### src/rtl/ex_mem_wb_pipe.sv
// ex_mem_wb_pipe
// EX/MEM and MEM/WB pipeline registers plus the data-memory handshake.
// A multi-cycle memory access holds the pipeline (stall_o) and bubbles
// MEM/WB until the memory reports ready. stall_count tallies stalled cycles.
//
// Ports
//   clk, rst                 core clock, synchronous active-high reset
//   ex_*                     instruction fields arriving from EX
//   dmem_req/we/addr/wdata   request to data memory
//   dmem_ready, dmem_rdata   memory completion and load data
//   stall_o                  hold PC, IF/ID, ID/EX and EX inputs
//   EX_MEM_*                 EX/MEM destination, write enable, ALU result
//   MEM_WB_*                 MEM/WB destination, write enable, write data
//   stall_count              free-running count of stalled cycles
//
// Memory FSM
//   state   | meaning
//   ST_RUN  | no request outstanding
//   ST_WAIT | request issued, dmem_ready not yet seen
module ex_mem_wb_pipe #(
  parameter int DATA_W = 32,
  parameter int REG_W  = 5
) (
  input  logic              clk,
  input  logic              rst,
  input  logic              ex_valid,
  input  logic [REG_W-1:0]  ex_rd,
  input  logic              ex_regwrite,
  input  logic              ex_memread,
  input  logic              ex_memwrite,
  input  logic              ex_memtoreg,
  input  logic [DATA_W-1:0] ex_alu_result,
  input  logic [DATA_W-1:0] ex_store_data,
  output logic              dmem_req,
  output logic              dmem_we,
  output logic [DATA_W-1:0] dmem_addr,
  output logic [DATA_W-1:0] dmem_wdata,
  input  logic              dmem_ready,
  input  logic [DATA_W-1:0] dmem_rdata,
  output logic              stall_o,
  output logic [REG_W-1:0]  EX_MEM_Rd,
  output logic              EX_MEM_RegWrite,
  output logic [DATA_W-1:0] EX_MEM_ALUResult,
  output logic [REG_W-1:0]  MEM_WB_Rd,
  output logic              MEM_WB_RegWrite,
  output logic [DATA_W-1:0] MEM_WB_WriteData,
  output logic [31:0]       stall_count
);

  typedef enum logic {ST_RUN, ST_WAIT} state_t;

  state_t              r_state;

  logic                r_em_valid;
  logic [REG_W-1:0]    r_em_rd;
  logic                r_em_regwrite;
  logic                r_em_memread;
  logic                r_em_memwrite;
  logic                r_em_memtoreg;
  logic [DATA_W-1:0]   r_em_alu;
  logic [DATA_W-1:0]   r_em_sdata;

  logic                r_wb_valid;
  logic [REG_W-1:0]    r_wb_rd;
  logic                r_wb_regwrite;
  logic [DATA_W-1:0]   r_wb_data;

  logic [31:0]         r_stall_count;

  logic                w_mem_op;
  logic                w_stall;

  assign w_mem_op = r_em_valid & (r_em_memread | r_em_memwrite);
  // Reset gates the request so an abandoned access is dropped in the reset cycle itself.
  assign w_stall  = w_mem_op & ~dmem_ready & ~rst;

  assign dmem_req   = w_mem_op & ~rst;
  assign dmem_we    = r_em_memwrite;
  assign dmem_addr  = r_em_alu;
  assign dmem_wdata = r_em_sdata;
  assign stall_o    = w_stall;

  assign EX_MEM_Rd        = r_em_rd;
  assign EX_MEM_RegWrite  = r_em_valid & r_em_regwrite;
  assign EX_MEM_ALUResult = r_em_alu;
  assign MEM_WB_Rd        = r_wb_rd;
  assign MEM_WB_RegWrite  = r_wb_valid & r_wb_regwrite;
  assign MEM_WB_WriteData = r_wb_data;
  assign stall_count      = r_stall_count;

  always_ff @(posedge clk) begin
    if (rst) begin
      r_state       <= ST_RUN;
      r_em_valid    <= 1'b0;
      r_em_rd       <= '0;
      r_em_regwrite <= 1'b0;
      r_em_memread  <= 1'b0;
      r_em_memwrite <= 1'b0;
      r_em_memtoreg <= 1'b0;
      r_em_alu      <= '0;
      r_em_sdata    <= '0;
      r_wb_valid    <= 1'b0;
      r_wb_rd       <= '0;
      r_wb_regwrite <= 1'b0;
      r_wb_data     <= '0;
      r_stall_count <= '0;
    end else begin
      case (r_state)
        ST_RUN:  if (w_mem_op && !dmem_ready) r_state <= ST_WAIT;
        ST_WAIT: if (dmem_ready)              r_state <= ST_RUN;
        default: r_state <= ST_RUN;
      endcase

      if (w_stall) begin
        // EX/MEM holds the outstanding access; MEM/WB sees a bubble.
        r_wb_valid    <= 1'b0;
        r_stall_count <= r_stall_count + 32'd1;
      end else begin
        r_em_valid    <= ex_valid;
        r_em_rd       <= ex_rd;
        r_em_regwrite <= ex_regwrite;
        r_em_memread  <= ex_memread;
        r_em_memwrite <= ex_memwrite;
        r_em_memtoreg <= ex_memtoreg;
        r_em_alu      <= ex_alu_result;
        r_em_sdata    <= ex_store_data;

        r_wb_valid    <= r_em_valid;
        r_wb_rd       <= r_em_rd;
        r_wb_regwrite <= r_em_regwrite;
        r_wb_data     <= r_em_memtoreg ? dmem_rdata : r_em_alu;
      end
    end
  end

endmodule
### config.mk
export PLATFORM = sky130hd
export DESIGN_NAME = ex_mem_wb_pipe
export DESIGN_NICKNAME = d
export VERILOG_FILES = /design/src/rtl/ex_mem_wb_pipe.sv
export SDC_FILE = /design/constraint.sdc
export NUM_CORES = 1
export LEC_CHECK = 0
export BUFFER_PORTS_ARGS = -buffer_cell sky130_fd_sc_hd__buf_4
export CORE_ASPECT_RATIO = 0.6
export CORE_UTILIZATION = 42
export CTS_CLUSTER_DIAMETER = 40
export CTS_CLUSTER_SIZE = 28
export DETAILED_ROUTE_END_ITERATION = 16
export PLACE_DENSITY = 0.77
export SETUP_SLACK_MARGIN = 0.3
export SYNTH_ARGS = -nofsm -noshare
export SYNTH_HDL_FRONTEND = slang
export SYNTH_SLANG_ARGS = --single-unit
export TNS_END_PERCENT = 10
### constraint.sdc
create_clock -name clk -period 2.5 [get_ports clk]
set_clock_uncertainty 0.1 [all_clocks]
set_input_delay 0.625 -clock clk [delete_from_list [all_inputs] [get_ports clk]]
set_output_delay 0.625 -clock clk [all_outputs]
set_load 0.02 [all_outputs]
==> flow_summary_export.csv, run 1 <==
group,metric,value,unit
power,peakVddDrop,415,uV
grt,grt_max_degree,143,
floorplan,dieHeight,93.6,um
clock_network,htree_levels,4,
synthesis,post_synth_num_cell_types,30,
status,outcome,"finished clean",
cells_and_area,antenna_cells,0,
cells_and_area,multi_input_area,2570,um2
clock_network,cts_tree,"built",
placement,placed_cell_area,8050,um2
detailed_routing,drt_iter0_drc,324,
synthesis,yosysTopAreaCellShare,0.494,
placement,post-dp-hpwl,12100,um
worst_setup_path,crit_chain,"buf_4 -> o21bai_2 -> or4b_1 -> or3_1 -> or4_1 -> a21oi_1",
sta,fin_crit,2.20,ns
floorplan,rows,33,
worst_setup_path,criticalPathCategory,"in -> reg",
sta,max_freq,0.455,GHz
power,pwr-share-clk,0.427,
worst_setup_path,end_kind,"register",
placement,place_inst,1126,
power,comb_power_share,0.138,
power,power_frac_seq,0.435,
floorplan,coreArea,13700,um2
clock_network,cts_root_buf,"clkbuf_16",
synthesis,synth_area_leaders,"dfxtp_1 49%, nand2_1 11%, a21oi_1 7.1%, mux2i_1 5.5%, nor2_1 4.3%",
sta,setup_viol,0,
floorplan,ios,284,
synthesis,syn-cell-area,5870,um2
grt,track_usage,0.233,
cells_and_area,drive_gt1_frac,0.357,
sta,min_period_over_period,0.880,
cells_and_area,stdcell_count,1158,
clock_network,cts.clk_slew.worst_paths,0.05,ns
worst_setup_path,critPathMaxFanout,3,
detailed_routing,finalWirelength,17200,um
synthesis,seq_area_frac_synth,0.494,
power,swShare,0.256,
synthesis,synth_fp_nets,821,
synthesis,yosys_warnings,0,
worst_setup_path,crit_path_top_delay_cell,"or4b_1",
synthesis,async_flop_share,0,
placement,port_buffers,283,
cells_and_area,synthToLayoutAreaGrowth,47.3,%
synthesis,synth_cells,711,
floorplan,dieArea,14500,um2
worst_setup_path,cpPeakStageDelay,0.55,ns
power,p_leak,3.89,nW
worst_setup_path,cp-start-kind,"input port",
detailed_routing,drc,0,
floorplan,start_util,0.430,
run,max_cap_violations,0,
detailed_routing,routedWlPerCell,14.8,um
hold_path,min_path_type,"in -> reg",
synthesis,yosys_register_bits,145,
detailed_routing,vias_per_cell,4.94,
sta,final_max_slew_viol_count,0,
detailed_routing,via_count,5718,
synthesis,yosysMostFrequentCell,"nand2_1",
grt,grt_overflow_total,0,
floorplan,die_w,155,um
power,p_sw,1.48,mW
power,intPower,4.31,mW
sta,worst_pin_slew,0.664,ns
placement,place_congestion,0.864,
sta,max_slew_margin,0.558,
clock_network,cts_buffers,17,
synthesis,synth_common_cells,"171 x nand2_1, 145 x dfxtp_1, 83 x a21oi_1, 68 x nor2_1, 39 x clkbuf_1",
detailed_routing,dr.pass1.iters,5,
clock_network,clock-sinks,145,
sta,rsz0062_at_grt,"yes",
cells_and_area,nFillCells,1178,
cells_and_area,nNetsFinal,1064,
sta,hold_viol_final,0,
grt,grt_pass1_wl,26600,um
cells_and_area,final-seq-area,2910,um2
synthesis,syn_avg_cell_area,8.26,um2
synthesis,synth_ff_type,"dfxtp_1",
worst_setup_path,required,2.72,ns
worst_setup_path,arrival,2.42,ns
clock_network,clockBufferDepth,2,
grt,grt_pass1_vias,5137,
synthesis,yosysTopAreaCell,"dfxtp_1",
clock_network,postCtsHoldBufs,0,
synthesis,synth_edf_count,0,
grt,antenna_found_initial,0,
detailed_routing,ant_nets,0,
cells_and_area,stdcell_area,8660,um2
power,power_density,670,nW/um2
clock_network,clock_latency,0.40,ns
-- path summary, 6_finish.rpt --
path / to / cells after the start / slack, ns / start
max: stall_count[30]$_SDFFE_PP0P_ / 6 / 0.30 / dmem_ready
min: stall_count[22]$_SDFFE_PP0P_ / 2 / 0.34 / rst
max reg2reg: stall_count[30]$_SDFFE_PP0P_ / 6 / 0.35 / stall_count[1]$_SDFFE_PP0P_
min reg2reg: dmem_wdata[13]$_SDFFE_PP0N_ / 2 / 0.35 / dmem_wdata[13]$_SDFFE_PP0N_
-- worst max-delay path: cells and delay by family --
kind,cells,cell delay (ns)
buffers and inverters,1,0.11
AOI/OAI and AO/OA,2,0.36
and+or+nand+nor,3,1.32
-- final cells by class --
cell class / instances / area share
repair buffers: 304 / 0.271
flip-flops and latches: 145 / 0.336
inverters: 5 / 0.00217
multi-input cells: 481 / 0.297
clock buffers: 20 / 0.0516
clock inverters: 11 / 0.0147
well taps: 192 / 0.0278
-- flip-flops by register name, indices dropped and copies added, names as in the netlist --
name and count:
EX_MEM_ALUResult 32, MEM_WB_WriteData 32, dmem_wdata 32, stall_count 32
EX_MEM_Rd 5, MEM_WB_Rd 5, dmem_we 1, r_em_memread 1
r_em_memtoreg 1, r_em_regwrite 1, r_em_valid 1, r_wb_regwrite 1
r_wb_valid 1
-- power by group through the flow --
| stage | Clock, mW | Combinational (mW) | Sequential (mW) |
|---|---|---|---|
| 3_3_place_gp | 0 | 0.791 | 2.57 |
| 4_1_cts | 2.53 | 0.801 | 2.53 |
| 5_1_grt | 2.64 | 0.857 | 2.54 |
| 2_1_floorplan | 0 | 0.297 | 2.68 |
| 3_5_place_dp | 0 | 0.797 | 2.58 |
| 6_report | 2.48 | 0.797 | 2.52 |
-- what timing repair did --
| item | 4_1_cts | 5_1_grt |
|---|---|---|
| setup endpoints to repair | 1 | 9 |
| resized for setup | 2 | 4 |
| setup buffers | 1 | 0 |
-- placed cells by master, fill, tap and decap left out, drive strengths merged, types with 3 or more instances in the layout --
cell type  Yosys  layout
a211oi        32      32
a21oi         83      83
and2           3       3
buf           41     304
clkbuf        39      20
clkinvlp       0       3
dfxtp        145     145
inv            5       9
mux2i         32      32
nand2        172     172
nand3         12      12
nand4          9       9
nor2          68      68
nor3          14      14
nor4          10      10
or3            3       3
or4            4       4
xnor2         23      23
xor2           5       5
-- cell families (layout without fill, tap and decap cells) --
kind of cell    after synthesis  count (layout)  share of synthesized area
compound gates              119             119                      0.117
xor+xnor                     28              28                     0.0417
fa+ha+maj                     1               1                    0.00213
buf+inv                      85             340                     0.0748
flops                       145             145                      0.494
mux                          32              32                     0.0545
simple gates                301             301                      0.216
-- through the flow --
stage / setup WS [ns] / TNS [ns] / utilization / hold slack (ns) / power (mW)
6_report: 0.301 / 0 / 0.633 / 0.341 / 5.80
3_5_place_dp: -0.0559 / -0.0559 / 0.589 / 0.343 / 3.37
5_1_grt: 0.254 / 0 / 0.633 / 0.335 / 6.03
2_1_floorplan: 0.0889 / 0 / - / 0.327 / 2.98
4_1_cts: 0.310 / 0 / 0.632 / 0.326 / 5.85
3_3_place_gp: -0.0211 / -0.0211 / 0.589 / 0.339 / 3.36
-- layer usage --
layer	share of wire	track usage	routed length, um	vias to the layer above
li1	-	-	-	2841
met1	0.45	0.312	7690	2623
met2	0.45	0.357	7740	238
met3	0.090	0.0783	1540	16
met4	0.011	0.0602	195	0
met5	0	0	0	-
Note: power is estimated with default switching activity, not from simulation.
==> run 2, diff against run 1 <==
Settings changed: MAX_ROUTING_LAYER set to met4.
==> flow_summary_export.csv, run 2 (same netlist as run 1, synthesis figures left out) <==
group,metric,value,unit
status,outcome,"finished clean",
grt,grt_max_degree,143,
detailed_routing,finalWirelength,17100,um
floorplan,ios,284,
worst_setup_path,critPathMaxFanout,3,
sta,fin_crit,2.20,ns
detailed_routing,vias_per_cell,4.90,
clock_network,clock_latency,0.40,ns
clock_network,postCtsHoldBufs,0,
hold_path,min_path_type,"in -> reg",
detailed_routing,via_count,5674,
detailed_routing,routedWlPerCell,14.8,um
sta,setup_viol,0,
sta,finalWorstSetupSlack,0.298,ns
grt,grt_pass1_vias,5146,
cells_and_area,antenna_cells,0,
grt,grt_pass1_wl,26500,um
cells_and_area,synthToLayoutAreaGrowth,47.3,%
clock_network,cts.clk_slew.worst_paths,0.05,ns
cells_and_area,final_cell_mix,"299 x buf_4, 170 x nand2_1, 141 x dfxtp_1",
power,total_power,5.79,mW
cells_and_area,drive_gt1_frac,0.357,
grt,grt_use_met2,0.354,
sta,hold_viol_final,0,
worst_setup_path,required,2.72,ns
detailed_routing,drt_iter0_drc,313,
floorplan,die_w,155,um
sta,final_max_slew_viol_count,0,
detailed_routing,ant_nets,0,
floorplan,dieArea,14500,um2
cells_and_area,nNetsFinal,1064,
placement,place_congestion,0.878,
cells_and_area,final_common_cell,"buf_4",
worst_setup_path,criticalPathCategory,"in -> reg",
placement,port_buffers,283,
sta,max_freq,0.454,GHz
sta,max_slew_margin,0.517,
floorplan,start_util,0.430,
floorplan,coreArea,13700,um2
run,max_cap_violations,0,
placement,post-dp-hpwl,12100,um
detailed_routing,dr.pass1.iters,5,
grt,track_usage,0.240,
worst_setup_path,arrival,2.42,ns
clock_network,htree_levels,4,
sta,worst_pin_slew,0.725,ns
clock_network,clockBufferDepth,2,
clock_network,cts_tree,"built",
grt,grt.busiest_layer,"met2",
clock_network,cts_buffers,17,
sta,min_period_over_period,0.881,
worst_setup_path,end_kind,"register",
detailed_routing,drc,0,
grt,grt_overflow_total,0,
grt,met1_usage,0.322,
clock_network,clock-sinks,145,
clock_network,cts_root_buf,"clkbuf_16",
power,p_leak,3.89,nW
worst_setup_path,cp-start-kind,"input port",
floorplan,rows,33,
floorplan,dieHeight,93.6,um
grt,grt_use_met3,0.0663,
power,peakVddDrop,412,uV
placement,dpl_worst_slack,-0.0559,ns
power,power_density,669,nW/um2
grt,antenna_found_initial,0,
sta,rsz0062_at_grt,"yes",
-- run 2: worst paths after layout --
check | start | to | slack, ns | cells after the start
min | rst | stall_count[22]$_SDFFE_PP0P_ | 0.34 | 2
min reg2reg | dmem_wdata[13]$_SDFFE_PP0N_ | dmem_wdata[13]$_SDFFE_PP0N_ | 0.35 | 2
max | dmem_ready | stall_count[30]$_SDFFE_PP0P_ | 0.30 | 6
max reg2reg | stall_count[1]$_SDFFE_PP0P_ | stall_count[30]$_SDFFE_PP0P_ | 0.34 | 6
-- run 2: stage by stage --
step           TNS (ns)  utilization  cells  area (um2)  hold slack [ns]
6_report              0        0.633   1158        8660            0.339
5_1_grt               0        0.633   1158        8660            0.333
4_1_cts               0        0.632   1158        8640            0.326
3_5_place_dp    -0.0559        0.589   1126        8050            0.343
3_3_place_gp    -0.0211        0.589   1126        8050            0.339
2_1_floorplan         0            -    711        5880            0.327
-- run 2: layout make-up --
class | instances | area [um2]
Multi-Input combinational cell | 481 | 2570
Clock buffer | 20 | 447
Timing Repair Buffer | 304 | 2340
Clock inverter | 11 | 128
Sequential cell | 145 | 2910
Fill cell | 1178 | 5010
Inverter | 5 | 18.8
Tap cell | 192 | 240
-- run 2: repair_timing --
action,in CTS,in global routing
setup buffers,1,0
resized for setup,2,4
endpoints found under the setup margin,1,9
gates cloned,0,0
-- run 2: critical path, stage by stage --
cell and delay (ns):
buf_4 0.11, o21bai_2 0.22, or4b_1 0.55, or3_1 0.35, or4_1 0.42, a21oi_1 0.14
-- run 2: power breakdown --
group	switching (mW)	internal, mW	total, mW
sequential	0.0950	2.43	2.52
combinational	0.415	0.382	0.797
clock	0.972	1.50	2.47
total	1.48	4.31	5.79
-- run 2: routing by layer --
metal	up-vias	wire, um
met5	-	0
met4	0	204
met3	17	1420
met2	232	7700
met1	2576	7810
li1	2849	-
